`src/rtl/mxint8_pkg.sv`:
```
// Shared definitions for the MXINT8 block-sum slice.
//   - Format widths and block size of the MXINT8 / E8M0 / FP32 formats.
//   - SCALE_NAN: the E8M0 encoding that means "NaN scale".
//   - ctrl_state_t: sequencer states of mxint8_block_sum_ctrl.
//   - cnt_width(): counter width for a modulus n; always at least 1 bit.
package mxint8_pkg;

    localparam int unsigned MXINT8_ELEMENT_WIDTH = 8;
    localparam int unsigned SCALE_WIDTH          = 8;
    localparam int unsigned BLOCK_SIZE           = 32;
    localparam int unsigned FLOAT32_WIDTH        = 32;
    localparam logic [7:0]  SCALE_NAN            = 8'hFF;

    typedef enum logic [1:0] {
        ST_LOAD,
        ST_EVAL,
        ST_CAPT
    } ctrl_state_t;

    function automatic int unsigned cnt_width(input int unsigned n);
        return (n > 1) ? $clog2(n) : 1;
    endfunction

endpackage

```
`src/rtl/mxint8_elem_bank.sv`:
```
// Element register file for one MX block.
//   i_clk        clock
//   i_rst_n      asynchronous active-low reset; clears every element to 0
//   i_wr_en      write one beat
//   i_wr_beat    beat index; elements beat*LANES .. beat*LANES+LANES-1 are written
//   i_wr_lanes   LANES elements, lane 0 at the LSBs
//   o_rd_bank    whole block, element 0 at the LSBs
module mxint8_elem_bank #(
    parameter int unsigned BLOCK_SIZE = 32,
    parameter int unsigned LANES      = 4,
    parameter int unsigned ELEM_W     = 8,
    parameter int unsigned BEAT_W     = 3
) (
    input  logic                         i_clk,
    input  logic                         i_rst_n,
    input  logic                         i_wr_en,
    input  logic [BEAT_W-1:0]            i_wr_beat,
    input  logic [LANES*ELEM_W-1:0]      i_wr_lanes,
    output logic [BLOCK_SIZE*ELEM_W-1:0] o_rd_bank
);

    localparam int unsigned BEATS  = BLOCK_SIZE / LANES;
    localparam int unsigned BEAT_B = LANES * ELEM_W;

    logic [BLOCK_SIZE*ELEM_W-1:0] bank_q;

    // One constant-indexed slice per beat keeps the write decode simple.
    always_ff @(posedge i_clk or negedge i_rst_n) begin
        if (!i_rst_n) begin
            bank_q <= '0;
        end else if (i_wr_en) begin
            for (int unsigned b = 0; b < BEATS; b++) begin
                if (i_wr_beat == BEAT_W'(b)) begin
                    bank_q[b*BEAT_B +: BEAT_B] <= i_wr_lanes;
                end
            end
        end
    end

    assign o_rd_bank = bank_q;

endmodule

```
`src/rtl/mxint8_block_sum_ctrl.sv`:
```
// Sequencer for the combinational MXINT8 block-sum datapath.
// Collects a block from a LANES-wide valid/ready stream, holds scale and
// elements stable for the datapath, waits DP_LAT cycles, then captures the
// FP32 result and overflow flag into a one-entry output slot.
//   i_clk / i_rst_n              clock, asynchronous active-low reset
//   i_in_valid / o_in_ready      input beat handshake
//   i_in_scale                   block scale, taken on beat 0 only
//   i_in_elems                   LANES elements of the current beat
//   o_dp_scale / o_dp_elems      registered operands to the datapath
//   i_dp_float32 / i_dp_ovf      datapath result
//   o_out_valid / i_out_ready    result slot handshake
//   o_out_float32 / o_out_ovf    captured result of the block in the slot
//   o_ovf_sticky / i_clr_sticky  OR of captured overflows, synchronous clear
//   o_busy                       a block is in flight (not LOAD at beat 0)
module mxint8_block_sum_ctrl #(
    parameter int unsigned BLOCK_SIZE = 32,
    parameter int unsigned LANES      = 4,
    parameter int unsigned ELEM_W     = mxint8_pkg::MXINT8_ELEMENT_WIDTH,
    parameter int unsigned SCALE_W    = mxint8_pkg::SCALE_WIDTH,
    parameter int unsigned DP_LAT     = 1
) (
    input  logic                                 i_clk,
    input  logic                                 i_rst_n,
    input  logic                                 i_in_valid,
    output logic                                 o_in_ready,
    input  logic [SCALE_W-1:0]                   i_in_scale,
    input  logic [LANES*ELEM_W-1:0]              i_in_elems,
    output logic [SCALE_W-1:0]                   o_dp_scale,
    output logic [BLOCK_SIZE*ELEM_W-1:0]         o_dp_elems,
    input  logic [mxint8_pkg::FLOAT32_WIDTH-1:0] i_dp_float32,
    input  logic                                 i_dp_ovf,
    output logic                                 o_out_valid,
    input  logic                                 i_out_ready,
    output logic [mxint8_pkg::FLOAT32_WIDTH-1:0] o_out_float32,
    output logic                                 o_out_ovf,
    output logic                                 o_ovf_sticky,
    input  logic                                 i_clr_sticky,
    output logic                                 o_busy
);

    import mxint8_pkg::*;

    localparam int unsigned BEATS  = BLOCK_SIZE / LANES;
    localparam int unsigned BEAT_W = cnt_width(BEATS);
    localparam int unsigned SET_W  = cnt_width(DP_LAT);
    localparam logic [BEAT_W-1:0] LAST_BEAT   = BEAT_W'(BEATS - 1);
    localparam logic [SET_W-1:0]  LAST_SETTLE = SET_W'(DP_LAT - 1);

    ctrl_state_t                  state_q, state_d;
    logic [BEAT_W-1:0]            beat_cnt_q, beat_cnt_d;
    logic [SET_W-1:0]             settle_q, settle_d;
    logic                         run_q;
    logic [SCALE_W-1:0]           scale_q;
    logic                         out_valid_q;
    logic [FLOAT32_WIDTH-1:0]     out_float_q;
    logic                         out_ovf_q;
    logic                         sticky_q;
    logic                         beat_fire;
    logic                         capture;

    // run_q keeps ready low while reset is asserted and raises it on the
    // first clock after release, even though the FSM already sits in LOAD.
    assign o_in_ready = (state_q == ST_LOAD) && run_q;
    assign beat_fire  = i_in_valid && o_in_ready;

    always_ff @(posedge i_clk or negedge i_rst_n) begin
        if (!i_rst_n) begin
            state_q    <= ST_LOAD;
            beat_cnt_q <= '0;
            settle_q   <= '0;
            run_q      <= 1'b0;
        end else begin
            state_q    <= state_d;
            beat_cnt_q <= beat_cnt_d;
            settle_q   <= settle_d;
            run_q      <= 1'b1;
        end
    end

    always_comb begin
        state_d    = state_q;
        beat_cnt_d = beat_cnt_q;
        settle_d   = settle_q;
        capture    = 1'b0;
        case (state_q)
            ST_LOAD: begin
                if (beat_fire) begin
                    if (beat_cnt_q == LAST_BEAT) begin
                        beat_cnt_d = '0;
                        settle_d   = '0;
                        state_d    = ST_EVAL;
                    end else begin
                        beat_cnt_d = beat_cnt_q + BEAT_W'(1);
                    end
                end
            end
            ST_EVAL: begin
                if (settle_q == LAST_SETTLE) begin
                    state_d = ST_CAPT;
                end else begin
                    settle_d = settle_q + SET_W'(1);
                end
            end
            ST_CAPT: begin
                // A slot being drained this cycle counts as free.
                if (!out_valid_q || i_out_ready) begin
                    capture = 1'b1;
                    state_d = ST_LOAD;
                end
            end
            default: state_d = ST_LOAD;
        endcase
    end

    always_ff @(posedge i_clk or negedge i_rst_n) begin
        if (!i_rst_n) begin
            scale_q <= '0;
        end else if (beat_fire && (beat_cnt_q == '0)) begin
            scale_q <= i_in_scale;
        end
    end

    mxint8_elem_bank #(
        .BLOCK_SIZE (BLOCK_SIZE),
        .LANES      (LANES),
        .ELEM_W     (ELEM_W),
        .BEAT_W     (BEAT_W)
    ) u_bank (
        .i_clk      (i_clk),
        .i_rst_n    (i_rst_n),
        .i_wr_en    (beat_fire),
        .i_wr_beat  (beat_cnt_q),
        .i_wr_lanes (i_in_elems),
        .o_rd_bank  (o_dp_elems)
    );

    // Capture has priority over the pop: the slot stays full with new data.
    always_ff @(posedge i_clk or negedge i_rst_n) begin
        if (!i_rst_n) begin
            out_valid_q <= 1'b0;
            out_float_q <= '0;
            out_ovf_q   <= 1'b0;
        end else if (capture) begin
            out_valid_q <= 1'b1;
            out_float_q <= i_dp_float32;
            out_ovf_q   <= i_dp_ovf;
        end else if (out_valid_q && i_out_ready) begin
            out_valid_q <= 1'b0;
        end
    end

    // Setting beats clearing when both happen in one cycle.
    always_ff @(posedge i_clk or negedge i_rst_n) begin
        if (!i_rst_n) begin
            sticky_q <= 1'b0;
        end else if (capture && i_dp_ovf) begin
            sticky_q <= 1'b1;
        end else if (i_clr_sticky) begin
            sticky_q <= 1'b0;
        end
    end

    assign o_dp_scale    = scale_q;
    assign o_out_valid   = out_valid_q;
    assign o_out_float32 = out_float_q;
    assign o_out_ovf     = out_ovf_q;
    assign o_ovf_sticky  = sticky_q;
    assign o_busy        = !((state_q == ST_LOAD) && (beat_cnt_q == '0));

endmodule

```
`config.mk`:
```
export PLATFORM = sky130hd
export DESIGN_NAME = mxint8_block_sum_ctrl
export DESIGN_NICKNAME = d
export VERILOG_FILES = /design/src/rtl/mxint8_pkg.sv /design/src/rtl/mxint8_elem_bank.sv /design/src/rtl/mxint8_block_sum_ctrl.sv
export SDC_FILE = /design/constraint.sdc
export NUM_CORES = 1
export LEC_CHECK = 0
export ABC_AREA = 1
export CAP_MARGIN = 25
export CORE_ASPECT_RATIO = 1.75
export CORE_MARGIN = 3
export CORE_UTILIZATION = 42
export DETAILED_ROUTE_END_ITERATION = 10
export PLACE_DENSITY_LB_ADDON = 0.15
export SYNTH_ARGS = -nofsm -noshare
export SYNTH_HDL_FRONTEND = slang
export SYNTH_SLANG_ARGS = --single-unit
```
`constraint.sdc`:
```
create_clock -name i_clk -period 1.5 [get_ports i_clk]
set_input_delay 0.375 -clock i_clk [delete_from_list [all_inputs] [get_ports i_clk]]
set_output_delay 0.375 -clock i_clk [all_outputs]
set_load 0.05 [all_outputs]
```
**Word-level counts from Yosys, hierarchy flattened**

Cells that the tools add are included.

- Word-level logic and storage cells: 73
- Bits of input ports: 78
- Register bits after elaboration: 306
- Memory bits (writable): 0
- ROM bits: 0
- Memories kept: 0
- Bits in latches: 0

- Equal/unequal tests: 13
- $mul: 0
- Bitwise gates (word level): 0
- Mux-type cells: 16
- Shift-type cells: 0
- Add/subtract/negate cells: 2
- Reductions and logical operators: 25
- $lt $le $gt $ge: 0
- Divide/modulo/power cells: 0

Operators with widths:

| kind | number |
|---|---|
| AND reduction 2 bit | 9 |
| equality test 3 bit, second input constant | 4 |
| two-way mux 1 bit | 9 |
| two-way mux 2 bit | 4 |
| equality test 3 x 2 -> 1 bit, second input constant | 2 |
| logical AND 1 bit | 6 |
| inequality test 2 bit, second input constant | 3 |
| one-hot mux 2 bit (3 select lines) | 1 |
| nonzero test 2 bit | 3 |
| AND reduction 4 bit | 1 |
| adder 3 x 1 -> 3 bit, second input constant | 1 |
| equality test 3 x 1 -> 1 bit, second input constant | 1 |
| zero test 3 bit | 1 |
| two-way mux 3 bit | 1 |
| AND reduction 3 bit | 1 |
| equality test 2 x 1 -> 1 bit, second input constant | 1 |
| equality test 2 bit, second input constant | 1 |
| zero test 1 bit | 2 |
| zero test 2 bit | 1 |
| inequality test 2 x 1 -> 1 bit, second input constant | 1 |
| one-hot mux 1 bit (2 select lines) | 1 |
| adder 1 bit, second input constant | 1 |
| logical OR 1 bit | 1 |

**Depth between registers and ports, before layout**

Gate-level depths: netlist (run 1).

- Depth in word-level cells: 6
- Gate-level depth with buffers: 9

**Hierarchy**

A second synthesis (run 1) with hierarchy kept.

- Cell total of the unflattened synthesis: 1361
- Area, all modules: 11937.7 um^2

Modules (own cells, without submodules):

| module | seq. area each (um^2) | instances | cells each | area an instance (um^2) |
|---|---|---|---|---|
| mxint8_elem_bank | 6406.1 | 1 | 1145 | 9985.8 |
| mxint8_block_sum_ctrl | 1226.2 | 1 | 216 | 1951.9 |

**Least setup slack after synthesis (run 1)**

No wires, ideal clock.

- Path type: register to output
- From: register run_q
- To: output port o_in_ready
- Buffers on the path: 1
- Arrival: 1.651 ns
- Slack: -0.526 ns
- Cell stages (with the launch flop): 3
- Cells stage by stage: dfrtp_1 > buf_2 > nor3b_1

- Word-level cells in the longest chain between the ends: 1

RTL lines:

| element | line | RTL |
|---|---|---|
| from (decl) | mxint8_block_sum_ctrl.sv:52 | `logic run_q;` |
| from (signal assigned) | mxint8_block_sum_ctrl.sv:71 | `run_q <= 1'b0;` |
| from (signal assigned) | mxint8_block_sum_ctrl.sv:76 | `run_q <= 1'b1;` |
| logical AND 1 bit | mxint8_block_sum_ctrl.sv:63 | `assign o_in_ready = (state_q == ST_LOAD) && run_q;` |
| to (decl) | mxint8_block_sum_ctrl.sv:25 | `output logic o_in_ready,` |

No other way between the ends.

**Worst setup path after layout (run 1)**

- From: register beat_cnt_q[0]
- To: output port o_busy

- Word-level cells in the longest chain between the ends: 3

RTL lines:

| element | line | RTL |
|---|---|---|
| from (decl) | mxint8_block_sum_ctrl.sv:50 | `logic [BEAT_W-1:0] beat_cnt_q, beat_cnt_d;` |
| from (signal assigned) | mxint8_block_sum_ctrl.sv:74 | `beat_cnt_q <= beat_cnt_d;` |
| zero test 3 bit | mxint8_block_sum_ctrl.sv:168 | `assign o_busy = !((state_q == ST_LOAD) && (beat_cnt_q == '0));` |
| logical AND 1 bit | mxint8_block_sum_ctrl.sv:168 |  |
| zero test 1 bit | mxint8_block_sum_ctrl.sv:168 |  |
| to (decl) | mxint8_block_sum_ctrl.sv:38 | `output logic o_busy` |

No other way between the ends.

==> results of run 1 <==
[registers in the layout, indices dropped and copies added (netlist names)]
signal,count
u_bank.o_rd_bank,256
o_out_float32,32
o_dp_scale,8
beat_cnt_q,3
state_q,2
o_out_ovf,1
o_out_valid,1
o_ovf_sticky,1
run_q,1
[routing by layer]
layer  global-route usage  up-vias  share of wire
li1                     -     5018              -
met1               0.3261     5477           0.33
met2               0.5464      544           0.53
met3              0.06680      162          0.077
met4               0.1573        0          0.064
met5                    0        -              0
[placed cells by master, fill, tap and decap left out, types with 2 or more instances in the layout]
master	netlist	routed
clkbuf_8	0	6
clkinv_2	0	4
nand4_1	8	8
buf_12	0	329
clkdlybuf4s50_1	0	76
nor2_4	5	10
nand2_1	900	843
buf_8	0	7
buf_16	0	7
nor2_1	10	4
buf_6	0	24
clkbuf_4	0	2
bufbuf_16	0	3
bufinv_16	0	2
inv_2	0	4
inv_1	19	14
ha_4	0	4
o21ai_0	4	4
diode_2	0	2
clkbuf_16	0	34
nand2_2	0	44
dfrtp_2	0	4
clkbuf_1	33	2
nand2_4	0	13
clkinv_4	0	3
ha_1	6	2
buf_4	13	95
inv_6	0	2
clkinvlp_4	0	3
dfrtp_1	305	301
[worst max-delay path by stage]
stage	from	end	slack, ns	cells after the start
after floorplan	beat_cnt_q[0]	o_busy	0.009	5
after global placement	i_in_valid	u_bank.o_rd_bank[151]	-0.34	6
after detailed placement	i_in_valid	u_bank.o_rd_bank[151]	-0.36	6
after CTS	beat_cnt_q[1]	o_busy	-0.43	6
after global routing	beat_cnt_q[0]	u_bank.o_rd_bank[66]	-0.48	12
final	beat_cnt_q[0]	o_busy	-0.44	6
[cell families (layout without fill, tap and decap cells)]
group / count (synthesis) / count (layout) / share of synthesized area
flops: 305 / 305 / 0.6465
buf+inv: 111 / 620 / 0.04430
simple gates: 926 / 926 / 0.3004
fa+ha+maj: 6 / 6 / 0.006359
compound gates: 5 / 5 / 0.002119
other cells: 1 / 3 / 0.0003177
[final cells by class]
class                      count  area [µm²]  area share
antenna                        2       5.005   0.0002276
clock buffer                  37       815.8     0.03710
clock inverter                15       162.7    0.007396
inverter                      19       73.82    0.003357
multi-input combinational    938        3959      0.1800
sequential                   305        7637      0.3473
tap                          369       461.7     0.02099
timing repair buffer         549        8876      0.4036
[metrics by stage]
stage | total power [mW] | utilization | worst slack [ns] | hold WS (ns) | instances
floorplan | 29.48 | - | 0.008991 | 0.07941 | 1354
global placement | 48.10 | 0.7046 | -0.3430 | 0.3111 | 2070
detailed placement | 48.64 | 0.7046 | -0.3572 | 0.3026 | 2070
CTS | 58.05 | 0.7821 | -0.4280 | 0.3157 | 2212
global route | 60.52 | 0.7989 | -0.4848 | 0.3588 | 2234
finish | 58.55 | 0.7989 | -0.4352 | 0.3257 | 2234
[power by group through the flow]
stage          Clock, mW  Combinational [mW]  Sequential, mW
3_5_place_dp           0                32.9            15.8
3_3_place_gp           0                32.4            15.7
4_1_cts             7.62                34.8            15.7
6_report            7.54                35.2            15.8
2_1_floorplan          0                3.68            25.8
5_1_grt             7.96                36.4            16.2
[worst max-delay path, delay by kind of cell (launching register included)]
family        cells  cell delay [ns]
buf+inv           3             0.28
flops             1             0.40
fa+ha+maj         1             0.15
simple gates      2             0.17
[what timing repair did]
item                                    CTS  global route
buffers inserted                         75            15
gates cloned                             15            10
endpoints found under the setup margin  429           567
gates resized for setup                  72            87
endpoints found under the hold margin    31             0
hold buffers                              1             0
pin swaps                                11            29
==> flow_summary.toml, run 1 <==
[sta]
tns_ns = -70.50
setup_ws_ns = -0.4352
max_slew.worst_pin.slew_ns = 0.5901
report.final.slew_viol_count = 0
hold_violations = 0
rsz0062_at_grt = "yes"
setup_viol = 469
period_needed_ns = 1.935
slew_headroom = 0.6053
fin_crit_sh = 1.290
timing.fmax_mhz = 516.7
clock_skew_ns = 0.01836

[cts]
cts-root-buf = "clkbuf_16"
clk_latency_ns = 0.56
numCtsBuffers = 28
clk_pin_slew_ns = 0.07
clock_sinks = 305
cts_max_level = 1
cts.path.max_buffers = 3
cts_tree = "done"

[setup_path]
ff2ff_path_depth = 12
worst_path_largest_cell_delay_ns = 0.40
path_cells = "inv_2 > ha_4 > inv_4 > nor2_4 > nand2_2 > buf_12"
r2r-end = "u_bank.o_rd_bank[205]"
cp.arrival_ns = 1.56
path_class = "reg -> out"
end_kind = "primary output"
start_kind = "flip-flop"
regToRegStartpoint = "beat_cnt_q[0]"
critPathRequiredTime_ns = 1.12
critPathSlowestCell = "dfrtp_1"
rrSetupSlack_ns = -0.40
crit_fanout = 2

[drt]
avgViaCountPerCell = 5.014
wl_per_cell_um = 21.37
ant_nets = 0
wirelength_um = 47740
vias = 11200
drt-initial-drc-count = 649
drc_errors = 0
firstDrtPassIters = 5

[global_route]
grt_pass1_vias = 11890
grt_max_degree = 49
grt-ovfl-total = 0
antenna_found_initial = 2
grt_pass1_wl_um = 70820
grtUsageTotal = 0.3018

[logic_synthesis]
avgSynthCellArea_um2 = 8.719
syn-num-nets = 1438
yosysSeqAreaShare = 0.6465
synth.distinct_cells = 16
synth.most_common_cell = "nand2_1"
ys_async_sr_fraction = 1.000
syn-cell-area_mm2 = 0.01181
synth.area.top_cells = "dfrtp_1, nand2_1, buf_2"
synth_common_cells = "nand2_1, dfrtp_1, buf_2"
synth_cells = 1354
yosys_warnings = 0
synth-edff-count = 0
ys_ff_latch = 305
yosysTopAreaCellShare = 0.6465
yosysTopAreaCell = "dfrtp_1"
synth_ff_type = "dfrtp_1"

[placed_design]
post_dp_cell_area_mm2 = 0.01939
routabilityCongestion = 0.8146
dp_hpwl_um = 29710
portBuffers = 378

[layout]
synthToLayoutAreaGrowth_pct = 86.29
fillers = 1527
drive_gt1_frac = 0.3253
nNetsFinal = 1925
fin_area_mm2 = 0.02199

[pwr]
pwr-share-seq = 0.270
internal_power_mw = 32.57
power.leakage_nw = 11.23
power.switching_mw = 25.98
pwr-share-clk = 0.129
p_comb_frac = 0.602
powerDensity_mw_per_mm2 = 2662
switching_share = 0.4438
vdd_drop_max_uv = 1775

[floorplan]
initial_utilization = 0.4289
dieArea_mm2 = 0.03024
core_area_mm2 = 0.02753
die_h_um = 227.8
rows = 80
io_pins = 379
die_x_um = 132.7

[run]
max_cap_violations = 0

[hold_path]
hold_path_class = "in -> async"

[outcome]
violations = "negative setup slack"
status = "complete, but fails checks"
Note: power is estimated with default switching activity, not from simulation.
==> inputs of run 2 (changes only) <==
Settings changed: CORE_UTILIZATION 42 to 33.
==> run 2 against run 1 <==
  * Critical endpoint unchanged
  * Global-route usage fell by 5.2 points
  * First-iteration DRC count fell by 22%
  * Non-clock buffer count rose by 2
  * Die area rose by 26%
  * The run still ends with negative setup slack left
  * Cell area rose by 6.3%
  * Critical path depth did not move
  * Sequential share of layout area fell by 2.1 points
  * Hold slack got worse by 0.032 ns
  * Total power barely moved
  * Sequential cell count did not move
  * Largest cell class unchanged
==> flow_summary.toml, run 2 (synthesis results as in run 1) <==
[layout]
final_cell_count_no_fill = 2327
nNetsFinal = 1928
drive_gt1_frac = 0.4114
final_cell_mix = "nand2_1, buf_12, dfrtp_1, nand2_2, clkdlybuf4s50_1"
insertedDiodeCount = 0
sequential_cell_area_mm2 = 0.007635
fin_area_mm2 = 0.02338
final_common_cell = "nand2_1"
largest_register_ffs = 256
fillers = 2667
synthToLayoutAreaGrowth_pct = 98.09
multi_input_area_mm2 = 0.004577

[placed_design]
portBuffers = 378
routabilityCongestion = 0.7959
dp_hpwl_um = 31170
dpl.cell_count = 2193
pre_cts_ws_ns = -0.2934
post_dp_cell_area_mm2 = 0.01983

[global_route]
grt_pass1_vias = 11260
grt_max_degree = 53
grtUsageTotal = 0.2499
grt-ovfl-total = 0
antenna_found_initial = 0
grt_pass1_wl_um = 72530

[floorplan]
io_pins = 379
dieArea_mm2 = 0.03817
die_x_um = 149.0
die_h_um = 256.2
core_area_mm2 = 0.03530
rows = 91
initial_utilization = 0.3345

[drt]
drt-met1-wl_um = 17480
wirelength_um = 50150
met3_length_um = 3146
met2_length_um = 27280
wl_per_cell_um = 21.55
vias = 10910
highest_layer = "met4"
drc_errors = 0
avgViaCountPerCell = 4.687
ant_nets = 0
drt-initial-drc-count = 504
firstDrtPassIters = 5

[setup_path]
path_class = "reg -> out"
critPathRequiredTime_ns = 1.12
start_kind = "flip-flop"
end_kind = "primary output"
cp.arrival_ns = 1.56
crit_fanout = 2
ff2ff_path_depth = 12

[pwr]
vdd_drop_max_uv = 1761
powerDensity_mw_per_mm2 = 2504
power.leakage_nw = 11.75

[hold_path]
hold_path_class = "in -> async"

[sta]
report.final.slew_viol_count = 0
setup_ws_ns = -0.4336
fin_crit_sh = 1.289
slew_headroom = 0.6555
period_needed_ns = 1.934
clock_skew_ns = 0.01548
whs_ns = 0.2935
tns_ns = -63.23
rsz0062_at_grt = "yes"
timing.fmax_mhz = 517.2
setup_viol = 467
max_slew.worst_pin.slew_ns = 0.5151
hold_violations = 0

[outcome]
status = "complete, but fails checks"
violations = "negative setup slack"

[cts]
cts.path.max_buffers = 3
clk_pin_slew_ns = 0.07
numCtsBuffers = 29
clk_latency_ns = 0.56
cts_max_level = 1
cts_tree = "done"
clock_sinks = 305
cts-root-buf = "clkbuf_16"

[run]
max_cap_violations = 0
-- run 2: worst paths after layout --
check / end / slack, ns / from
max in group asynchronous: u_bank.o_rd_bank[1] / 0.54 / i_rst_n
hold / removal: u_bank.o_rd_bank[188] / 0.29 / i_rst_n
setup / recovery: o_busy / -0.43 / beat_cnt_q[1]
setup reg to reg: u_bank.o_rd_bank[63] / -0.42 / state_q[1]
hold reg to reg: o_out_float32[16] / 0.53 / o_out_float32[16]
min in group i_clk: o_out_float32[26] / 0.36 / i_dp_float32[26]
-- run 2: final cells by class --
type	instances	area share
clock buffers	38	0.03419
clock inverters	11	0.008079
inverters	19	0.003050
multi-input cells	938	0.1957
flip-flops and latches	305	0.3265
well taps	465	0.02488
repair buffers	551	0.4076
-- run 2: worst max-delay path, stage by stage, from the launching register on --
cell and delay [ns]:
dfrtp_1 0.40, inv_2 0.09, ha_4 0.14, inv_2 0.04, nor2_4 0.11, nand2_2 0.08
buf_12 0.15
-- run 2: layer usage --
metal,global-route usage,up-vias
met5,0,-
met3,0.04791,102
li1,-,5043
met2,0.4624,363
met1,0.2801,5398
met4,0.09341,0
-- run 2: timing repair --
item                                    in CTS  in global routing
gates cloned                                25                 14
setup buffers                               46                 20
resized for setup                          152                268
pin swaps                                   35                106
hold endpoints to repair                    19                  0
hold buffers                                 1                  0
endpoints found under the setup margin     536                573
-- run 2: per-stage QoR --
| step | total power [mW] | util |
|---|---|---|
| 6_report | 58.55 | 0.6625 |
| 2_1_floorplan | 29.48 | - |
| 3_5_place_dp | 48.85 | 0.5618 |
| 3_3_place_gp | 48.50 | 0.5618 |
| 5_1_grt | 60.65 | 0.6625 |
| 4_1_cts | 57.95 | 0.6341 |
-- run 2: power breakdown --
group | total [mW] | switching, mW | leakage (nW) | internal, mW
Combinational | 34.8 | 18.5 | 7.38 | 16.3
Sequential | 15.9 | 4.17 | 3.90 | 11.7
Clock | 7.83 | 3.24 | 0.479 | 4.59
Total | 58.5 | 25.9 | 11.8 | 32.6
